===== config.mk =====
export PLATFORM = sky130hd
export DESIGN_NAME = vtiming_gen_flat
export DESIGN_NICKNAME = d
export VERILOG_FILES = /design/src/rtl/vtiming_pkg.sv /design/src/rtl/vtiming_if.sv /design/src/rtl/vtiming_axis.sv /design/src/rtl/vtiming_gen.sv /design/src/flat_wrapper.sv
export SDC_FILE = /design/constraint.sdc
export NUM_CORES = 1
export LEC_CHECK = 0
export ABC_CLOCK_PERIOD_IN_PS = 3410
export BUFFER_PORTS_ARGS = -buffer_cell sky130_fd_sc_hd__buf_2
export CAP_MARGIN = 40
export CELL_PAD_IN_SITES_DETAIL_PLACEMENT = 1
export CELL_PAD_IN_SITES_GLOBAL_PLACEMENT = 1
export CORE_MARGIN = 3
export CORE_UTILIZATION = 45
export DETAILED_ROUTE_END_ITERATION = 12
export PLACE_DENSITY = 0.79
export SLEW_MARGIN = 10
export SYNTH_ARGS = -nofsm -noshare
export SYNTH_HDL_FRONTEND = slang
export SYNTH_SLANG_ARGS = --single-unit
export TNS_END_PERCENT = 1

===== constraint.sdc =====
create_clock -name PixelClkSrc -period 3.41 [get_ports PixelClkSrc]
set_clock_uncertainty 0.2 [all_clocks]
set_input_delay 0.682 -clock PixelClkSrc [delete_from_list [all_inputs] [get_ports PixelClkSrc]]
set_output_delay 0.682 -clock PixelClkSrc [all_outputs]
set_load 0.005 [all_outputs]

===== src/rtl/vtiming_pkg.sv =====
// vtiming_pkg: shared phase encoding, 640x480@60 default timing and line/frame total helpers.
package vtiming_pkg;
  typedef enum logic [1:0] {ACTIVE, FRONT, SYNC, BACK} phase_e;
  localparam int DEF_HACTIVE = 640;
  localparam int DEF_HFP     = 16;
  localparam int DEF_HSYNC   = 96;
  localparam int DEF_HBP     = 48;
  localparam int DEF_VACTIVE = 480;
  localparam int DEF_VFP     = 10;
  localparam int DEF_VSYNC   = 2;
  localparam int DEF_VBP     = 33;
  function automatic int calcTotal(int act, int fp, int sync, int bp);
    return act + fp + sync + bp;
  endfunction
  function automatic int hTotal(int act, int fp, int sync, int bp);
    return calcTotal(act, fp, sync, bp);
  endfunction
  function automatic int vTotal(int act, int fp, int sync, int bp);
    return calcTotal(act, fp, sync, bp);
  endfunction
endpackage


===== src/rtl/vtiming_if.sv =====
// vtiming_if: video timing bundle; master = generator (drives sync/blank/position/strobes, samples Enable), slave = consumer.
interface vtiming_if #(parameter int XBITS = 10, parameter int YBITS = 10);
  logic             Enable;
  logic             OutHsync;
  logic             OutVsync;
  logic             Blank;
  logic [XBITS-1:0] PixelX;
  logic [YBITS-1:0] PixelY;
  logic             LineStart;
  logic             FrameStart;
  logic [15:0]      FrameCount;
  modport master (input Enable, output OutHsync, OutVsync, Blank, PixelX, PixelY, LineStart, FrameStart, FrameCount);
  modport slave (output Enable, input OutHsync, OutVsync, Blank, PixelX, PixelY, LineStart, FrameStart, FrameCount);
endinterface


===== src/rtl/vtiming_axis.sv =====
// vtiming_axis: one timing axis -- position counter plus ACTIVE/FRONT/SYNC/BACK phase FSM.
// Ports: PixelClkSrc/PixelRstN clock and async active-low reset; Step advances one position when Enable is high;
// Count is the position 0..TOTAL-1, State the current phase, Wrap pulses (comb) on the step leaving the last position.
module vtiming_axis
  import vtiming_pkg::*;
#(
  parameter int LEN_ACTIVE = DEF_HACTIVE,
  parameter int LEN_FP     = DEF_HFP,
  parameter int LEN_SYNC   = DEF_HSYNC,
  parameter int LEN_BP     = DEF_HBP,
  parameter int CBITS      = 10
) (
  input  logic             PixelClkSrc,
  input  logic             PixelRstN,
  input  logic             Step,
  input  logic             Enable,
  output logic [CBITS-1:0] Count,
  output phase_e           State,
  output logic             Wrap
);
  logic [CBITS-1:0] phaseCount;
  logic [CBITS-1:0] lastPhase;
  logic             adv;
  phase_e           nextState;
  always_ff @(posedge PixelClkSrc or negedge PixelRstN) begin
    if (!PixelRstN) begin
      State      <= ACTIVE;
      phaseCount <= '0;
      Count      <= '0;
    end else if (Step && Enable) begin
      State      <= nextState;
      phaseCount <= adv ? '0 : phaseCount + 1'b1;
      Count      <= Wrap ? '0 : Count + 1'b1;
    end
  end
  // phases are declared in traversal order, so +1 on the 2-bit code walks ACTIVE->FRONT->SYNC->BACK->ACTIVE
  always_comb nextState = adv ? phase_e'(State + 2'd1) : State;
  always_comb begin
    lastPhase = State == ACTIVE ? CBITS'(LEN_ACTIVE - 1) :
                State == FRONT  ? CBITS'(LEN_FP - 1) :
                State == SYNC   ? CBITS'(LEN_SYNC - 1) : CBITS'(LEN_BP - 1);
    adv       = Step && Enable && phaseCount == lastPhase;
    Wrap      = adv && State == BACK;
  end
endmodule


===== src/rtl/vtiming_gen.sv =====
// vtiming_gen: parametrised video timing generator (sync, blank, pixel position, line/frame strobes).
// Ports: PixelClkSrc pixel clock; PixelRstN async active-low reset; vid (vtiming_if.master) carries Enable in and
// OutHsync/OutVsync/Blank/PixelX/PixelY/LineStart/FrameStart/FrameCount out, all registered with one cycle latency.
// Macro VTIMING_FRAMECNT_EN: when defined FrameCount counts FrameStart pulses, otherwise it is tied to 0.
module vtiming_gen
  import vtiming_pkg::*;
#(
  parameter int XBITS     = 10,
  parameter int YBITS     = 10,
  parameter int HACTIVE   = DEF_HACTIVE,
  parameter int HFP       = DEF_HFP,
  parameter int HSYNC     = DEF_HSYNC,
  parameter int HBP       = DEF_HBP,
  parameter int VACTIVE   = DEF_VACTIVE,
  parameter int VFP       = DEF_VFP,
  parameter int VSYNC     = DEF_VSYNC,
  parameter int VBP       = DEF_VBP,
  parameter bit HSYNC_POL = 1'b0,
  parameter bit VSYNC_POL = 1'b0
) (
  input logic      PixelClkSrc,
  input logic      PixelRstN,
  vtiming_if.master vid
);
  localparam int HTOTAL = hTotal(HACTIVE, HFP, HSYNC, HBP);
  localparam int VTOTAL = vTotal(VACTIVE, VFP, VSYNC, VBP);
  if (HACTIVE < 1 || HFP < 1 || HSYNC < 1 || HBP < 1 || VACTIVE < 1 || VFP < 1 || VSYNC < 1 || VBP < 1) begin : gBadLen
    $fatal(1, "vtiming_gen: every active/porch/sync length must be >= 1");
  end
  if (HTOTAL > 2 ** XBITS || VTOTAL > 2 ** YBITS) begin : gBadWidth
    $fatal(1, "vtiming_gen: HTOTAL/VTOTAL exceed counter width");
  end
  logic [XBITS-1:0] hCount;
  logic [YBITS-1:0] vCount;
  phase_e           hState;
  phase_e           vState;
  logic             hWrap;
  logic             unusedVWrap;
  logic             active;
  logic             frameHit;
  vtiming_axis #(.LEN_ACTIVE(HACTIVE), .LEN_FP(HFP), .LEN_SYNC(HSYNC), .LEN_BP(HBP), .CBITS(XBITS)) hAxis (
    .PixelClkSrc(PixelClkSrc), .PixelRstN(PixelRstN), .Step(vid.Enable), .Enable(vid.Enable),
    .Count(hCount), .State(hState), .Wrap(hWrap)
  );
  vtiming_axis #(.LEN_ACTIVE(VACTIVE), .LEN_FP(VFP), .LEN_SYNC(VSYNC), .LEN_BP(VBP), .CBITS(YBITS)) vAxis (
    .PixelClkSrc(PixelClkSrc), .PixelRstN(PixelRstN), .Step(hWrap && vid.Enable), .Enable(vid.Enable),
    .Count(vCount), .State(vState), .Wrap(unusedVWrap)
  );
  always_comb begin
    active   = hState == ACTIVE && vState == ACTIVE;
    frameHit = hCount == '0 && vCount == '0;
  end
  // outputs register the decode of the counters as they stand before this edge's advance
  always_ff @(posedge PixelClkSrc or negedge PixelRstN) begin
    if (!PixelRstN) begin
      vid.Blank      <= 1'b1;
      vid.OutHsync   <= !HSYNC_POL;
      vid.OutVsync   <= !VSYNC_POL;
      vid.PixelX     <= '0;
      vid.PixelY     <= '0;
      vid.LineStart  <= 1'b0;
      vid.FrameStart <= 1'b0;
    end else if (vid.Enable) begin
      vid.Blank      <= !active;
      vid.OutHsync   <= hState == SYNC ? HSYNC_POL : !HSYNC_POL;
      vid.OutVsync   <= vState == SYNC ? VSYNC_POL : !VSYNC_POL;
      vid.LineStart  <= hCount == '0;
      vid.FrameStart <= frameHit;
      if (active) begin
        vid.PixelX <= hCount;
        vid.PixelY <= vCount;
      end
    end else begin
      vid.LineStart  <= 1'b0;
      vid.FrameStart <= 1'b0;
    end
  end
`ifdef VTIMING_FRAMECNT_EN
  always_ff @(posedge PixelClkSrc or negedge PixelRstN) begin
    if (!PixelRstN) vid.FrameCount <= '0;
    else if (vid.Enable && frameHit) vid.FrameCount <= vid.FrameCount + 16'd1;
  end
`else
  assign vid.FrameCount = '0;
`endif
endmodule


===== src/flat_wrapper.sv =====
// flat-port wrapper written by rule: the top's interface ports become plain ports
module vtiming_gen_flat import vtiming_pkg::*;
#(
  parameter int XBITS     = 10,
  parameter int YBITS     = 10,
  parameter int HACTIVE   = DEF_HACTIVE,
  parameter int HFP       = DEF_HFP,
  parameter int HSYNC     = DEF_HSYNC,
  parameter int HBP       = DEF_HBP,
  parameter int VACTIVE   = DEF_VACTIVE,
  parameter int VFP       = DEF_VFP,
  parameter int VSYNC     = DEF_VSYNC,
  parameter int VBP       = DEF_VBP,
  parameter bit HSYNC_POL = 1'b0,
  parameter bit VSYNC_POL = 1'b0
)
  (PixelClkSrc, PixelRstN, vid_Enable, vid_OutHsync, vid_OutVsync, vid_Blank, vid_PixelX, vid_PixelY, vid_LineStart, vid_FrameStart, vid_FrameCount);
  vtiming_if #(.XBITS(XBITS), .YBITS(YBITS)) vid_i ();
  input logic PixelClkSrc;
  input logic PixelRstN;
  input wire logic [$bits(vid_i.Enable)-1:0] vid_Enable;
  output wire logic [$bits(vid_i.OutHsync)-1:0] vid_OutHsync;
  output wire logic [$bits(vid_i.OutVsync)-1:0] vid_OutVsync;
  output wire logic [$bits(vid_i.Blank)-1:0] vid_Blank;
  output wire logic [$bits(vid_i.PixelX)-1:0] vid_PixelX;
  output wire logic [$bits(vid_i.PixelY)-1:0] vid_PixelY;
  output wire logic [$bits(vid_i.LineStart)-1:0] vid_LineStart;
  output wire logic [$bits(vid_i.FrameStart)-1:0] vid_FrameStart;
  output wire logic [$bits(vid_i.FrameCount)-1:0] vid_FrameCount;
  assign vid_i.Enable = vid_Enable;
  assign vid_OutHsync = vid_i.OutHsync;
  assign vid_OutVsync = vid_i.OutVsync;
  assign vid_Blank = vid_i.Blank;
  assign vid_PixelX = vid_i.PixelX;
  assign vid_PixelY = vid_i.PixelY;
  assign vid_LineStart = vid_i.LineStart;
  assign vid_FrameStart = vid_i.FrameStart;
  assign vid_FrameCount = vid_i.FrameCount;
  vtiming_gen #(.XBITS(XBITS), .YBITS(YBITS), .HACTIVE(HACTIVE), .HFP(HFP), .HSYNC(HSYNC), .HBP(HBP), .VACTIVE(VACTIVE), .VFP(VFP), .VSYNC(VSYNC), .VBP(VBP), .HSYNC_POL(HSYNC_POL), .VSYNC_POL(VSYNC_POL)) u_core (.PixelClkSrc(PixelClkSrc), .PixelRstN(PixelRstN), .vid(vid_i));
endmodule

* Word-level counts from Yosys, hierarchy flattened
Cells that the tools add are included.
** Cells by class
- Mux-type cells :: 14
- Equal/unequal tests :: 8
- Reduce and logical (&&, ||, !) cells :: 16
- $add $sub $neg :: 6
** Operators by type and width (number)
- $mux 10 :: 5
- $add 10x1->10 const B :: 4
- $logic_not 10->1 :: 2
- $mux 7 :: 2
- $mux 6 :: 2
- $eq 10x10->1 :: 1
- $eq 10x9->1 :: 1
- $mux 9 :: 1
- $eq 2x2->1 const B :: 4
- $logic_and 1x1->1 :: 8
- $reduce_and 2->1 :: 3
- $add 2x1->2 const B :: 2
- $eq 2x1->1 const B :: 2
- $logic_not 2->1 :: 2
- $mux 1 :: 4
- $logic_not 1->1 :: 1
** Storage, ports and cells
- Logic and storage cells :: 57
- Bits in registers :: 69
- Output and inout bits :: 41
- Bits of input ports :: 3

* Logic depth before layout (Yosys ltp)
- Word-level depth :: 12
- Mapped depth :: 8
- Gate-level depth less buffers :: 7

* By module
From an unflattened synthesis, not the netlist that was laid out.
** Second synthesis, totals
- Cells, all modules :: 319
- Area, all modules :: 3453.3 um2
** Modules (own cells, without submodules)
- vtiming_axis at u_core.vAxis :: times used 1, cells an instance 119, seq. area each 550.5 um2, area each 1176.1 um2
- vtiming_axis at u_core.hAxis :: times used 1, cells an instance 118, seq. area each 550.5 um2, area each 1154.9 um2
- vtiming_gen :: times used 1, cells an instance 82, seq. area each 629.4 um2, area each 1122.3 um2

* Least setup slack after synthesis
OpenSTA, ideal clock, no wires.
- Path type :: in2reg
- Start point :: input vid_Enable
- End point :: register u_core.vAxis.State[1]
- Library setup time :: 0.125 ns
- Setup slack :: 0.898 ns
- Path buffers :: 1
- Data required time :: 3.085 ns
- Stages :: 6
- Arrival time :: 2.187 ns
- Cell sequence :: buf_4 nand4_1 nor4_1 nand3_2 or2_4 mux2_4
** On the way
- Word-level cells in the longest chain between the ends :: 6
** Ends and longest elaborated chain
- start, declared :: RTL line flat_wrapper.sv:21 : input wire logic [$bits(vid_i.Enable)-1:0] vid_Enable;
- $logic_and 1x1->1 :: RTL line vtiming_axis.sv:42 : adv = Step && Enable && phaseCount == lastPhase;
- $logic_and 1x1->1 :: RTL line vtiming_axis.sv:43 : Wrap = adv && State == BACK;
- $logic_and 1x1->1 :: RTL line vtiming_gen.sv:46 : .PixelClkSrc(PixelClkSrc), .PixelRstN(PixelRstN), .Step(hWrap && vid.Enable), .Enable(vid.Enable),
- $logic_and 1x1->1 (*) :: RTL line vtiming_axis.sv:30, vtiming_axis.sv:42
- $logic_and 1x1->1 :: RTL line vtiming_axis.sv:42
- $reduce_and 2->1 (no source line) (*)
- end signal, assigned :: RTL line vtiming_axis.sv:31 : State <= nextState;
- end, declared :: RTL line vtiming_axis.sv:18 : output phase_e State,
Mark *: on every way between the ends. The rest lies on a longest branch, timed or not.
A chain may end at the register's enable or synchronous reset.

* Final worst setup path
- Start point :: register u_core.vAxis.State[0]
- End point :: register u_core.vAxis.Count[7]
** On the way
- Word-level cells in the longest chain between the ends :: 8
- Elaborated cells between the ends (all ways) :: 11
- Classes of those cells :: 4 x eq/ne; 4 x mux; 3 x reduce/logical
** Ends and longest elaborated chain
- $eq 2x2->1 :: RTL line vtiming_axis.sv:41 : State == SYNC ? CBITS'(LEN_SYNC - 1) : CBITS'(LEN_BP - 1);
- $mux 6 :: RTL line vtiming_axis.sv:41
- $mux 6 :: RTL line vtiming_axis.sv:40 : State == FRONT ? CBITS'(LEN_FP - 1) :
- $mux 9 :: RTL line vtiming_axis.sv:39 : lastPhase = State == ACTIVE ? CBITS'(LEN_ACTIVE - 1) :
- $eq 10x9->1 :: RTL line vtiming_axis.sv:42
- $logic_and 1x1->1 :: RTL line vtiming_axis.sv:42
- $logic_and 1x1->1 (*) :: RTL line vtiming_axis.sv:43
- $mux 10 (*) :: RTL line vtiming_axis.sv:33 : Count <= Wrap ? '0 : Count + 1'b1;
- end signal, assigned :: RTL line vtiming_axis.sv:33
- end, declared :: RTL line vtiming_axis.sv:17 : output logic [CBITS-1:0] Count,
Marks and branches as above.

==> run_results.csv <==
group,metric,value,unit
status,status,"complete, no violations",
detailed_routing,drt-total-wl,7.65,mm
worst_setup_path,crit_arrival,2.86,ns
finish,instances_no_fill,473,
logic_synthesis,synth_flop_cell,"dfrtp_1",
placed_design,io_buffers,27,
global_route,grt_pass1_vias,2693,
detailed_routing,antenna_left,0,
cts,cts_buffers,9,
detailed_routing,drt_drc_violations_left,0,
detailed_routing,vias_per_cell,5.39,
global_route,grt_pass1_wl,13.4,mm
finish,mostFrequentLayoutCell,"dfrtp_1",
finish,final_cell_mix,"dfrtp_1 (66), buf_2 (27), nor2_1 (26)",
detailed_routing,vias,2548,
sta,drv_slew,0,
placed_design,place_congestion,0.793,
floorplanning,rows,31,
logic_synthesis,synth_fa_ha_area_share,5.03,%
min_path,min_path_type,"in -> async",
floorplanning,die_w,94.0,um
cts,cts.sinks,69,
finish,antenna_cells,0,
sta,max_freq,351,MHz
floorplanning,initial_core_util,47.2,%
sta,slew_headroom,57.4,%
power_and_ir_drop,power.density,555,nW/um2
logic_synthesis,synth_mux_area_share,6.18,%
cts,htreeDepth,3,
cts,cts_setup_buffers,0,
worst_setup_path,worstSetupEndpointType,"flip-flop",
cts,cts_resized,0,
sta,worst_pin_slew,0.639,ns
detailed_routing,wire_per_inst,16.2,um
global_route,overflow,0,
global_route,grt_max_degree,46,
floorplanning,dieArea,8830,um2
finish,fin_nets,386,
detailed_routing,first_pass_iters,4,
cts,clk-insertion-delay-late,0.34,ns
floorplanning,core-area,7370,um2
logic_synthesis,syn_inst,335,
worst_setup_path,cp.required,3.42,ns
logic_synthesis,ys_seq_elements,69,
floorplanning,ios,44,
logic_synthesis,synthSimpleGateAreaFrac,16.2,%
logic_synthesis,synth_compound_area_share,10.3,%
logic_synthesis,yosys_warnings,0,
logic_synthesis,mappedNetlistArea,3480,um2
cts,cts_tree,"yes",
sta,setup_viol,0,
placed_design,dp.cells,457,
finish,synthToLayoutAreaGrowth,11.6,%
worst_setup_path,path_class,"reg -> reg",
sta,whs,0.129,ns
sta,period_minus_slack,2.85,ns
worst_setup_path,worstSetupStartpointType,"flip-flop",
cts,cts.path.max_buffers,2,
sta,finalHoldViolCount,0,
logic_synthesis,synth_edf_count,0,
sta,timing.final.crit_share,83.6,%
logic_synthesis,synth_xor_area_share,5.53,%
cts,clk_pin_slew,0.07,ns
worst_setup_path,cp_max_fo,14,
cts,postCtsHoldBufs,0,
finish,drive_gt1_share,19.5,%
logic_synthesis,yosysSeqAreaShare,49.7,%
power_and_ir_drop,p_leak,1.88,nW
logic_synthesis,yosysUniqueCellTypes,49,
placed_design,dpl.hpwl,5.42,mm
cts,cts_root_buffer,"clkbuf_8",
global_route,antenna_found_initial,0,
sta,final.setup.tns,0,ns
global_route,track_usage,19.1,%
detailed_routing,drt_iter0_markers,100,
flow_run,cap_violations,0,
sta,rsz0062_at_grt,"no",
floorplanning,chipHeight,94.0,um
power_and_ir_drop,vdd_drop_max,227,uV
logic_synthesis,syn_area_per_cell,10.4,um2
logic_synthesis,synth_top_family_by_area,"simple AND/OR/NAND/NOR gates",
logic_synthesis,async_reset_ff_share,100,%
-- cell families after synthesis --
logic type      Yosys count
other cells               1
buf+inv                  46
fa+ha+maj                14
flops                    69
simple gates            110
compound gates           54
mux                      19
xor+xnor                 22
-- layer usage --
| layer | global-route usage (%) | part of all wire, % | vias to the layer above |
|---|---|---|---|
| met4 | 6.02 | 1.3 | 0 |
| met5 | 0 | 0 | - |
| met1 | 24.4 | 45 | 1286 |
| li1 | - | - | 1203 |
| met2 | 32.9 | 50 | 49 |
| met3 | 3.13 | 3.0 | 10 |
-- power by group --
part / internal (mW) / switching [mW] / leakage, nW / total (mW)
clock network: 0.338 / 0.308 / 0.0943 / 0.645
registers: 0.945 / 0.148 / 0.870 / 1.09
logic: 0.191 / 0.228 / 0.911 / 0.419
total: 1.47 / 0.683 / 1.88 / 2.16
-- final cells by class --
cell class / count / area [um2]
inverter: 21 / 78.8
timing repair buffer: 33 / 200
clock buffer: 12 / 135
tap: 99 / 124
sequential: 69 / 1730
clock inverter: 4 / 48.8
multi-input combinational: 235 / 1570
fill: 842 / 3480
-- flip-flops by register name (all words and copies together), names as in the netlist --
name / flops
u_core.vid.PixelY: 10
u_core.vid.LineStart: 1
u_core.vid.PixelX: 10
u_core.vid.FrameStart: 1
u_core.vAxis.phaseCount: 10
u_core.vid.OutHsync: 1
u_core.hAxis.phaseCount: 10
u_core.vid.OutVsync: 1
u_core.hAxis.State: 2
u_core.hAxis.Count: 10
u_core.vAxis.Count: 10
u_core.vAxis.State: 2
u_core.vid.Blank: 1
-- worst max-delay path, stage by stage, from the launching register on --
cell	delay [ns]
dfrtp_1	0.45
inv_1	0.11
ha_1	0.26
nand2_1	0.08
or4_4	0.51
a211o_1	0.49
o21ai_0	0.46
o21ai_0	0.16
-- synth_stat cells, types with 2 or more instances --
master | number | area, um2
and3_1 | 7 | 43.8
dfstp_2 | 3 | 78.8
mux2i_1 | 2 | 20.0
buf_4 | 17 | 128
xor2_1 | 11 | 96.3
a21oi_1 | 7 | 35.0
inv_1 | 20 | 75.1
nor2_1 | 26 | 97.6
o211ai_1 | 2 | 15.0
a2bb2oi_1 | 3 | 26.3
dfrtp_1 | 66 | 1650
o22ai_1 | 3 | 18.8
a22o_1 | 5 | 43.8
mux2_2 | 16 | 180
buf_2 | 3 | 15.0
o21ai_0 | 24 | 120
nand3_1 | 16 | 80.1
o41ai_1 | 2 | 17.5
nand4_1 | 9 | 56.3
nand2_1 | 25 | 93.8
xnor2_1 | 11 | 96.3
clkbuf_1 | 5 | 18.8
or3_1 | 4 | 25.0
nor2b_1 | 3 | 18.8
nor3_1 | 5 | 25.0
nor4_1 | 3 | 18.8
ha_1 | 14 | 175
or4_1 | 2 | 15.0
-- worst paths after layout --
kind                                                endpoint                         startpoint  cells past startpoint  slack, ns
setup / recovery           u_core.vAxis.Count[7]$_DFFE_PN0P_  u_core.vAxis.State[0]$_DFFE_PN0P_                      7       0.56
hold / removal              u_core.vid.PixelX[5]$_DFFE_PN0P_                          PixelRstN                      2       0.13
setup reg to reg           u_core.vAxis.Count[7]$_DFFE_PN0P_  u_core.vAxis.State[0]$_DFFE_PN0P_                      7       0.56
hold reg to reg              u_core.vid.OutHsync$_DFFE_PN1P_    u_core.vid.OutHsync$_DFFE_PN1P_                      2       0.28
max in group asynchronous  u_core.vAxis.Count[9]$_DFFE_PN0P_                          PixelRstN                      3       2.35
min in group PixelClkSrc     u_core.vid.OutHsync$_DFFE_PN1P_    u_core.vid.OutHsync$_DFFE_PN1P_                      2       0.28
-- per-stage QoR --
stage / cell area (um2) / util [%] / power (mW) / worst slack (ns)
finish: 3880 / 52.7 / 2.16 / 0.560
global route: 3880 / 52.7 / 2.31 / 0.325
CTS: 3880 / 52.7 / 2.18 / 0.591
detailed placement: 3700 / 50.2 / 1.53 / 0.583
global placement: 3670 / 49.8 / 1.49 / 0.696
floorplan: 3540 / - / 1.39 / 0.898
Power figures use the tool's default switching activity.
